[config.mk]
export PLATFORM = sky130hd
export DESIGN_NAME = pcecd_scsi_initiator
export DESIGN_NICKNAME = d
export VERILOG_FILES = /design/src/rtl/pcecd_pkg.sv /design/src/rtl/pcecd_cmd_buffer.sv /design/src/rtl/pcecd_scsi_initiator.sv
export SDC_FILE = /design/constraint.sdc
export NUM_CORES = 1
export LEC_CHECK = 0
export BUFFER_PORTS_ARGS = -buffer_cell sky130_fd_sc_hd__buf_2
export CAP_MARGIN = 20
export CORE_MARGIN = 5
export CORE_UTILIZATION = 67
export CTS_BUF_LIST = sky130_fd_sc_hd__clkbuf_2 sky130_fd_sc_hd__clkbuf_4 sky130_fd_sc_hd__clkbuf_8
export CTS_CLUSTER_SIZE = 24
export DETAILED_ROUTE_END_ITERATION = 7
export PLACE_DENSITY_LB_ADDON = 0.1
export SYNTH_ARGS = -nofsm -noshare
export SYNTH_HDL_FRONTEND = slang
export SYNTH_SLANG_ARGS = --single-unit
[constraint.sdc]
create_clock -name i_clk -period 5.2 [get_ports i_clk]
set_input_delay 0.78 -clock i_clk [delete_from_list [all_inputs] [get_ports i_clk]]
set_output_delay 0.78 -clock i_clk [all_outputs]
set_load 0.005 [all_outputs]
[src/rtl/pcecd_pkg.sv]
// pcecd_pkg: bus phase codes, bus bit masks, status codes and FSM states shared by the
// PCE CD-ROM initiator and its testbench.
package pcecd_pkg;
   localparam logic [2:0] PHASE_COMMAND    = 3'b010;
   localparam logic [2:0] PHASE_DATA_IN    = 3'b001;
   localparam logic [2:0] PHASE_STATUS     = 3'b011;
   localparam logic [2:0] PHASE_MESSAGE_IN = 3'b111;
   localparam logic [4:0] BUS_IO  = 5'b00001;
   localparam logic [4:0] BUS_CD  = 5'b00010;
   localparam logic [4:0] BUS_MSG = 5'b00100;
   localparam logic [4:0] BUS_REQ = 5'b01000;
   localparam logic [4:0] BUS_BSY = 5'b10000;
   localparam logic [7:0] STATUS_GOOD            = 8'h00;
   localparam logic [7:0] STATUS_CHECK_CONDITION = 8'h02;
   typedef enum logic [2:0] {
      ST_IDLE, ST_SELECT, ST_WAIT_REQ, ST_DATA_HOLD, ST_WAIT_REL, ST_DONE, ST_ABORT, ST_RESET
   } state_t;
endpackage

[src/rtl/pcecd_cmd_buffer.sv]
// pcecd_cmd_buffer: command byte store filled while idle and read out in order during the
// COMMAND phase; rewind restarts reading, clear empties it.
module pcecd_cmd_buffer #(
   parameter int CMD_MAX = 16
) (
   input  logic                      clk,
   input  logic                      rst,
   input  logic                      clr,
   input  logic                      wr,
   input  logic [7:0]                din,
   input  logic                      rewind,
   input  logic                      rd,
   output logic [7:0]                dout,
   output logic [$clog2(CMD_MAX):0]  count,
   output logic                      drained
);
   localparam int AW = $clog2(CMD_MAX);
   localparam logic [AW:0] FULL = CMD_MAX[AW:0];
   logic [7:0] mem [CMD_MAX];
   logic [AW:0] rptr;
   logic push;
   assign push = wr && count != FULL;
   assign drained = rptr == count;
   assign dout = mem[rptr[AW-1:0]];
   always_ff @(posedge clk) begin
      if (push)
         mem[count[AW-1:0]] <= din;
   end
   always_ff @(posedge clk) begin
      if (rst || clr) begin
         count <= '0;
         rptr <= '0;
      end else begin
         count <= count + (AW+1)'(push);
         rptr <= rewind ? '0 : rptr + (AW+1)'(rd);
      end
   end
endmodule

[src/rtl/pcecd_scsi_initiator.sv]
// pcecd_scsi_initiator: host end of the PCE CD-ROM bus; selects the target and runs the
// REQ/ACK handshake for COMMAND, DATA_IN, STATUS and MESSAGE_IN phases.
module pcecd_scsi_initiator
   import pcecd_pkg::*;
#(
   parameter int CMD_MAX        = 16,
   parameter int TIMEOUT_CYCLES = 65535,
   parameter int RST_CYCLES     = 16
) (
   input  logic       i_clk,
   input  logic       i_rst,
   input  logic       i_cmd_wr,
   input  logic [7:0] i_cmd_byte,
   input  logic       i_start,
   input  logic       i_bus_reset,
   input  logic       i_bsy,
   input  logic       i_req,
   input  logic       i_msg,
   input  logic       i_cd,
   input  logic       i_io,
   input  logic [7:0] i_db,
   output logic       o_sel,
   output logic       o_ack,
   output logic       o_rst,
   output logic [7:0] o_db,
   output logic       o_data_valid,
   output logic [7:0] o_data_byte,
   input  logic       i_data_ready,
   output logic       o_busy,
   output logic       o_done,
   output logic       o_timeout,
   output logic [7:0] o_status,
   output logic [7:0] o_message
);
   localparam int TMAX = TIMEOUT_CYCLES > RST_CYCLES ? TIMEOUT_CYCLES : RST_CYCLES;
   localparam int TW = $clog2(TMAX + 1);
   localparam int CW = $clog2(CMD_MAX) + 1;
   state_t state, state_n;
   logic [TW-1:0] tmr;
   logic [CW-1:0] count;
   logic [7:0] cmd_byte;
   logic [4:0] bus;
   logic [2:0] phase;
   logic bsy, req, ph_cmd, ph_din, ph_st, ph_msg;
   logic drained, msg_seen, expired, rst_end, take, hit, wr_ok;
   assign bus = {i_bsy, i_req, i_msg, i_cd, i_io};
   assign bsy = |(bus & BUS_BSY);
   assign req = |(bus & BUS_REQ);
   assign phase = {|(bus & BUS_MSG), |(bus & BUS_CD), |(bus & BUS_IO)};
   assign ph_cmd = bsy && phase == PHASE_COMMAND;
   assign ph_din = bsy && phase == PHASE_DATA_IN;
   assign ph_st = bsy && phase == PHASE_STATUS;
   assign ph_msg = bsy && phase == PHASE_MESSAGE_IN;
   // An exhausted command buffer withholds ACK so the target has to move on to another phase.
   assign take = req && ((ph_cmd && !drained) || ph_din || ph_st || ph_msg);
   assign hit = state == ST_WAIT_REQ && take && !i_bus_reset;
   assign expired = tmr == TW'(TIMEOUT_CYCLES - 1);
   assign rst_end = tmr == TW'(RST_CYCLES - 1);
   assign wr_ok = i_cmd_wr && state == ST_IDLE;
   pcecd_cmd_buffer #(.CMD_MAX(CMD_MAX)) u_buf (
      .clk(i_clk), .rst(i_rst), .clr(i_bus_reset || state == ST_DONE),
      .wr(wr_ok), .din(i_cmd_byte), .rewind(state == ST_IDLE), .rd(hit && ph_cmd),
      .dout(cmd_byte), .count(count), .drained(drained)
   );
   always_comb begin
      state_n = state;
      case (state)
         ST_IDLE:      state_n = i_start && (count != '0 || wr_ok) ? ST_SELECT : ST_IDLE;
         ST_SELECT:    state_n = bsy ? ST_WAIT_REQ : expired ? ST_ABORT : ST_SELECT;
         ST_WAIT_REQ:  state_n = !bsy ? (msg_seen ? ST_DONE : ST_ABORT)
                               : take ? (ph_din ? ST_DATA_HOLD : ST_WAIT_REL)
                               : expired ? ST_ABORT : ST_WAIT_REQ;
         ST_DATA_HOLD: state_n = i_data_ready ? ST_WAIT_REL : ST_DATA_HOLD;
         ST_WAIT_REL:  state_n = !req ? ST_WAIT_REQ : expired ? ST_ABORT : ST_WAIT_REL;
         ST_RESET:     state_n = rst_end ? ST_IDLE : ST_RESET;
         default:      state_n = ST_IDLE;
      endcase
      if (i_bus_reset)
         state_n = ST_RESET;
      o_sel = state == ST_SELECT;
      o_ack = state == ST_WAIT_REL;
      o_rst = state == ST_RESET;
      o_data_valid = state == ST_DATA_HOLD;
      o_busy = state != ST_IDLE;
      o_done = state == ST_DONE;
      o_timeout = state == ST_ABORT;
   end
   always_ff @(posedge i_clk) begin
      if (i_rst) begin
         state <= ST_IDLE;
         tmr <= '0;
         msg_seen <= 1'b0;
         o_db <= '0;
         o_data_byte <= '0;
         o_status <= '0;
         o_message <= '0;
      end else begin
         state <= state_n;
         tmr <= (state_n != state || i_bus_reset) ? '0 : tmr + 1'b1;
         msg_seen <= state == ST_IDLE ? 1'b0 : msg_seen || (hit && ph_msg);
         if (hit && ph_cmd)
            o_db <= cmd_byte;
         if (hit && ph_din)
            o_data_byte <= i_db;
         if (hit && ph_st)
            o_status <= i_db;
         if (hit && ph_msg)
            o_message <= i_db;
      end
   end
endmodule

==> results of run 1 <==
## registers in the layout, summed over array words and instances, names as in the netlist
name         count
state            3
u_buf.count      5
tmr             16
u_buf.rptr       5
o_data_byte      8
o_status         8
msg_seen         1
o_message        8
u_buf.mem      128
o_db             8
## layer usage
layer	GRT usage	share of wire	vias up	wire length (µm)
met5	0	0	-	0
met4	0.09920	0.023	0	377
met3	0.05128	0.061	26	981
met2	0.3833	0.51	154	8161
met1	0.3120	0.41	2321	6582
li1	-	-	2160	-
## per-stage QoR
stage                     hold WS [ns]  cells  instance area, µm²  utilization
after floorplan                 0.4637    537                7995            -
after global placement          0.4677    727                8394       0.7077
after detailed placement        0.4818    727                8394       0.7077
after CTS                       0.5037    759                8821       0.7437
after global routing            0.5231    759                8821       0.7437
final                           0.4985    759                8821       0.7437
## cell usage in the layout, fill, tap and decap left out, types with 3 or more instances in the layout
cell	count
xnor2_1	17
nor4_2	9
inv_1	9
clkbuf_8	17
clkinv_4	3
or4_1	4
nand4_1	8
and2_1	5
buf_4	8
clkbuf_4	4
buf_2	65
o21ai_0	4
nand2b_1	7
ha_1	6
a21oi_1	6
nor3_1	10
dfxtp_1	61
edfxtp_1	128
mux2i_1	32
xor2_1	8
mux4_2	40
nor2_1	64
bufinv_16	3
nor4_1	11
or4b_2	3
nand2_1	30
nand3_1	10
## cells by family after synthesis
kind of cell / count (synthesis)
buffers and inverters: 39
AND/OR/NAND/NOR: 181
adder cells (fa/ha/maj): 7
flip-flops: 190
AO/OA/AOI/OAI: 23
XOR/XNOR: 25
multiplexers: 72
## power by group
part | leakage [nW] | internal, W | switching (W)
Combinational | 1.20 | 0.0000347 | 0.0000798
Clock | 0.215 | 0.000505 | 0.000511
Sequential | 1.65 | 0.00161 | 0.00000844
Total | 3.06 | 0.00215 | 0.000599
## critical path, cell delays in order, from the launching register on
cell       delay (ns)
dfxtp_1          0.80
xnor2_1          0.12
nand4_1          0.15
o2111ai_1        0.31
or4b_2           0.72
nor4b_1          0.39
ha_1             0.27
ha_1             0.19
nand3_1          0.10
xor2_1           0.18
nor2_1           0.05
## final cells by class
cell class                 instances  area (µm²)
clock buffer                      21       264.0
clock inverter                    11       162.7
fill                             727        3040
inverter                           9       33.78
multi-input combinational        308        2705
sequential                       190        5086
tap                              147       183.9
timing repair buffer              73       385.4
## worst max path at each step
| stage | start | end | cells after the start | slack (ns) |
|---|---|---|---|---|
| 6_report | u_buf.rptr[2] | u_buf.rptr[4] | 10 | 1.81 |
| 2_1_floorplan | i_bsy | u_buf.rptr[4] | 11 | 2.08 |
| 3_3_place_gp | i_msg | u_buf.rptr[4] | 11 | 1.76 |
| 5_1_grt | u_buf.rptr[2] | u_buf.rptr[4] | 10 | 1.40 |
| 3_5_place_dp | i_bsy | u_buf.rptr[4] | 11 | 1.61 |
| 4_1_cts | u_buf.rptr[2] | u_buf.rptr[4] | 10 | 1.76 |
==> impl_results.md, run 1 <==
* # Max-Cap Violations at 0
* Starting Density at 0.6741
* Min-Delay Path Depth at 2
* Synth area leader: edfxtp_1
* Hold endpoint: o_status[2]
* Cell Area, Synth at 0.007995 mm²
* I/O Buffers at 65
* Synthesized instance count at 537
* Peak VDD IR at 359.7 µV
* DP Worst Slack at 1.609 ns
* Sequential area share after synthesis at 0.6360
* Final HPWL DP at 10.95 mm
* Clk sinks at 190
* Ys Warns at 0
* P_leak at 3.064 nW
* Critical R2R Launch: u_buf.rptr[2]
* Startpoint types: register
* Hold wc startpoint: o_status[2]
* Final worst-path setup slack at 1.806 ns
* Max-slew violation count at 0
* RSZ-0062 raised after global routing: false
* Max Freq at 0.2946 GHz
* Most common cell in the synthesized netlist: edfxtp_1
* Tightest Hold Check Type: register to register
* Fin nets at 632
* EDFF count, synth at 128
* Distinct cells, synth at 54
* CTS clk-pin slew, worst paths at 0.09 ns
* Global-route wire length before repair at 25.07 mm
* Syn Area/Cell at 14.89 µm²
* Slew headroom at 0.2979
* Placer congestion estimate at 0.8513
* Main combinational cell family by area after synthesis: multiplexers
* GRT Resource Usage Total at 0.2364
* Layout area overhead at 10.33%
* Commonest cells in the netlist: edfxtp_1, nor2_1, dfxtp_1, mux4_2, mux2i_1
* IO Pins at 66
* Overall die height at 119.2 µm
* Compound-Gate Fraction of Synth Area at 0.02144
* Hold buffer count at CTS at 0
* CTS H-Tree Depth at 4
* CTS tree: done
* R2R setup slack at 1.81 ns
* Endpoints failing hold at 0
* Synth Area in Adders at 0.01064
* Fraction of layout cells with a size suffix above 1 at 0.2761
* WL final at 16.10 mm
* Slew @ Worst Pin at 1.053 ns
* Worst-path fanout max at 12
* Synth top area cells: edfxtp_1, dfxtp_1, mux4_2, mux2i_1, nor2_1
* Mux share of post-synthesis cell area at 0.1527
* Vias in the first global route at 4,540
* Worst-skew pair later-pin latency at 0.47 ns
* Worst R2R End: u_buf.rptr[4]
* Status: finished, final reports clean
* Crit. End Element: register
* Post-synth top area share at 0.4808
* Setup repair bufs after CTS at 0
* Kind of critical path: register to register
* Core Box Area at 0.01186 mm²
* Seq cells post-synth at 190
* CTS buffer count at 17
* Arrival time at the worst endpoint at 3.75 ns
* Antenna violations before repair at 0
* Iter 0 DRT Violations at 422
* Rows at 40
* Power density over the cells at 312.1 mW/mm²
* First-pass iteration count of the detailed router at 6
* CTS Root Cell: clkbuf_8
* Setup TNS at 0 ns
* Global route overflow at 0
* Ys async rst share at 0
* ANT nets after route at 0
* Post-route DRC at 0
* Xor/xnor share of the synthesized area at 0.02739
* Total power at 0.002753 W
* Post-CTS sizing at 0
* Pin count of the biggest net entering global routing at 40
* Final period util at 0.6527
* Die width at 119.2 µm
* Vias at 4,661
* Worst R2R Path Depth at 10
* Critical Path RT at 5.56 ns
* Via density at 6.141
* Die footprint at 0.01422 mm²
* Antenna Cells at 0
* Setup Skew at 0.01549 ns
* Final min period at 3.394 ns
* CTS max path bufs at 2
* Post-Synth Simple-Gate Area at 0.1247
* Routed WL per cell at 21.21 µm
* Final Setup Violations at 0
* Primary FF master, synth: edfxtp_1
* Syn nets at 570
No activity file was read; power rests on OpenSTA's default activity.
==> run 2, diff against run 1 <==
ABC_AREA = 1   (was default)
CORE_UTILIZATION = 62   (was 67)
clock period = 3.5 ns   (was 5.2 ns; I/O delays follow)
==> impl_results.md, run 2 <==
* Status: finished, final reports clean
* Starting Density at 0.6339 (-0.04020)
* Most common cell in the synthesized netlist: edfxtp_1
* Final period util at 0.7834 (+0.1307)
* Area after DPL at 0.008461 mm² (+0.79%)
* CTS H-Tree Depth at 4 (unchanged)
* Fraction of layout cells with a size suffix above 1 at 0.1768 (-0.09939)
* Most frequent cells in the layout: edfxtp_1, nor2_1, o21ai_0
* CTS buffer count at 17 (unchanged)
* Worst-path fanout max at 17 (+5)
* DP Worst Slack at 0.7725 ns (-0.8365 ns)
* Slew headroom at 0.3504 (+0.05247)
* Final HPWL DP at 11.73 mm (+7.2%)
* Setup Skew at 0.01288 ns (-0.002612 ns)
* P_leak at 3.227 nW (+5.3%)
* Rows at 41 (+2.5%)
* WL final at 17.75 mm (+10%)
* CTS max path bufs at 2 (unchanged)
* Final min period at 2.742 ns (-0.6522 ns)
* Max FFs per register at 128 (unchanged)
* Ys async rst share at 0 (unchanged)
* Post-CTS sizing at 0 (unchanged)
* Cell Area, Synth at 0.008031 mm² (+0.45%)
* # Max-Cap Violations at 0 (unchanged)
* Placer congestion estimate at 0.9126 (+7.2%)
* Peak VDD IR at 417.8 µV (+16%)
* Distinct cells, synth at 42 (-22%)
* Global-route wire length before repair at 27.97 mm (+12%)
* RSZ-0062 raised after global routing: false
* Iter 0 DRT Violations at 582 (+38%)
* ANT nets after route at 0 (unchanged)
* Synth top area cells: edfxtp_1, dfxtp_1, nor2_1, o21ai_0, nand2_1
* CTS Root Cell: clkbuf_8
* Worst R2R End: u_buf.rptr[4]
* Die width at 123.8 µm (+3.8%)
* Kind of critical path: register to register
* Tightest Hold Check Type: input pin to register
* I/O Buffers at 65 (unchanged)
* Setup TNS at 0 ns (unchanged)
* Primary FF master, synth: edfxtp_1
* Core Box Area at 0.01267 mm² (+6.8%)
* Fin nets at 846 (+34%)
* Slew @ Worst Pin at 0.9744 ns (-0.07871 ns)
* Critical Path RT at 3.87 ns (-1.69 ns)
* Endpoints failing hold at 0 (unchanged)
* Final Setup Violations at 0 (unchanged)
* Overall die height at 123.8 µm (+3.8%)
* Via density at 5.687 (-7.4%)
* Max Freq at 0.3647 GHz (+24%)
* Post-route DRC at 0 (unchanged)
* Power density over the cells at 451.2 mW/mm² (+45%)
* Seq cells post-synth at 190 (unchanged)
* Hold Slack at 0.3472 ns (-0.1513 ns)
* Synthesized instance count at 755 (+41%)
* First-pass iteration count of the detailed router at 7 (+1)
* Worst R2R Path Depth at 16 (+6)
* IO Pins at 66 (unchanged)
* Global route overflow at 0 (unchanged)
* Clk sinks at 190 (unchanged)
* Pin count of the biggest net entering global routing at 66 (+65%)
* Layout fillers at 964 (+33%)
* Syn Area/Cell at 10.64 µm² (-29%)
* R2R setup slack at 0.76 ns (-1.05 ns)
* Arrival time at the worst endpoint at 3.11 ns (-0.64 ns)
* Critical R2R Launch: u_buf.rptr[2]
* Routed WL per cell at 17.79 µm (-16%)
* Worst Setup SP: u_buf.rptr[2]
* Commonest cells in the netlist: edfxtp_1, nor2_1, o21ai_0, nand2_1, dfxtp_1
* Startpoint types: register
* CTS clk-pin slew, worst paths at 0.10 ns (about the same)
* Antenna Cells at 0 (unchanged)
* Post-route cell area at 0.008847 mm² (+0.30%)
* Final worst-path setup slack at 0.7583 ns (-1.048 ns)
* Crit. End Element: register
* Setup crit end: u_buf.rptr[4]
* Vias in the first global route at 5,534 (+22%)
* GRT Resource Usage Total at 0.2441 (+0.007694)
* Syn nets at 788 (+38%)
* Sequential area share after synthesis at 0.6331 (-0.002873)
* Setup repair bufs after CTS at 0 (unchanged)
* Synth area leader: edfxtp_1
* EDFF count, synth at 128 (unchanged)
* Antenna violations before repair at 0 (unchanged)
* Post-layout util at 0.6982 (-0.04544)
* Max-slew violation count at 0 (unchanged)
* Commonest non-fill, non-tap cell in the layout: edfxtp_1
* CTS tree: done
* Ys Warns at 0 (unchanged)
* Die footprint at 0.01533 mm² (+7.8%)
* Post-synth top area share at 0.4786 (-0.002172)
* Layout area overhead at 10.16%
* Vias at 5,676 (+22%)
* Worst-skew pair later-pin latency at 0.47 ns (about the same)
* Hold buffer count at CTS at 0 (unchanged)
run 2: cell count changes in the layout (fill, tap and decap cells not counted), sizes merged, moves of 8 or more:
cell,delta
nand3,+25
o21ai,+76
mux2i,-32
nor2,+69
inv,+60
mux4,-40
nor4,-20
o22ai,+18
nand2,+46
o21a,+15
a31oi,+8
a21oi,+20
xnor2,-11
o221ai,+13
run 2: final cells by class:
| type | count | area (µm²) | area share |
|---|---|---|---|
| clock buffers | 19 | 249.0 | 0.02814 |
| clock inverters | 13 | 137.6 | 0.01556 |
| inverters | 69 | 259.0 | 0.02927 |
| multi-input cells | 467 | 2552 | 0.2885 |
| flip-flops and latches | 190 | 5086 | 0.5749 |
| well taps | 172 | 215.2 | 0.02432 |
| repair buffers | 68 | 347.8 | 0.03932 |
run 2: critical path, stage by stage, from the launching register on:
cell and delay [ns]:
dfxtp_1 0.75, inv_2 0.19, nand2_1 0.10, nand2_1 0.06, nor2_1 0.12, nand3_1 0.11, nand2_2 0.08, nand2_4 0.06
nand2_2 0.09, nor2_4 0.07, nand2_2 0.22, inv_1 0.08, ha_1 0.20, ha_1 0.21, nand2_1 0.09, xor2_1 0.15
nor2_1 0.06
run 2: routing by layer:
metal / GRT usage / vias up / share of wire
met5: 0 / - / 0
met3: 0.04995 / 29 / 0.063
li1: - / 2746 / -
met1: 0.3287 / 2706 / 0.42
met4: 0.09066 / 0 / 0.019
met2: 0.3944 / 195 / 0.50
run 2: where the power goes:
part | internal (W) | switching (W)
Sequential | 0.00240 | 0.00000858
Combinational | 0.0000454 | 0.000114
Clock | 0.000653 | 0.000770
Total | 0.00310 | 0.000893
run 2: stage by stage:
step           power, W  instances
2_1_floorplan  0.002548        755
3_3_place_gp   0.002616        966
3_5_place_dp   0.002619        966
4_1_cts        0.004002        998
5_1_grt        0.004124        998
6_report       0.003991        998
run 2: worst min path at each step:
stage	startpoint	endpoint	slack (ns)	cells after the start
after floorplan	o_db[0]	o_db[0]	0.44	2
after global placement	o_data_byte[2]	o_data_byte[2]	0.45	1
after detailed placement	o_db[3]	o_db[3]	0.44	2
after CTS	i_db[3]	o_message[3]	0.33	3
after global routing	i_db[7]	o_message[7]	0.33	3
final	i_db[3]	o_message[3]	0.35	3
run 2: cells by family after synthesis:
family	synth area share
AND/OR/NAND/NOR	0.1637
flip-flops	0.6331
AO/OA/AOI/OAI	0.1251
buffers and inverters	0.04907
XOR/XNOR	0.01963
adder cells (fa/ha/maj)	0.009347
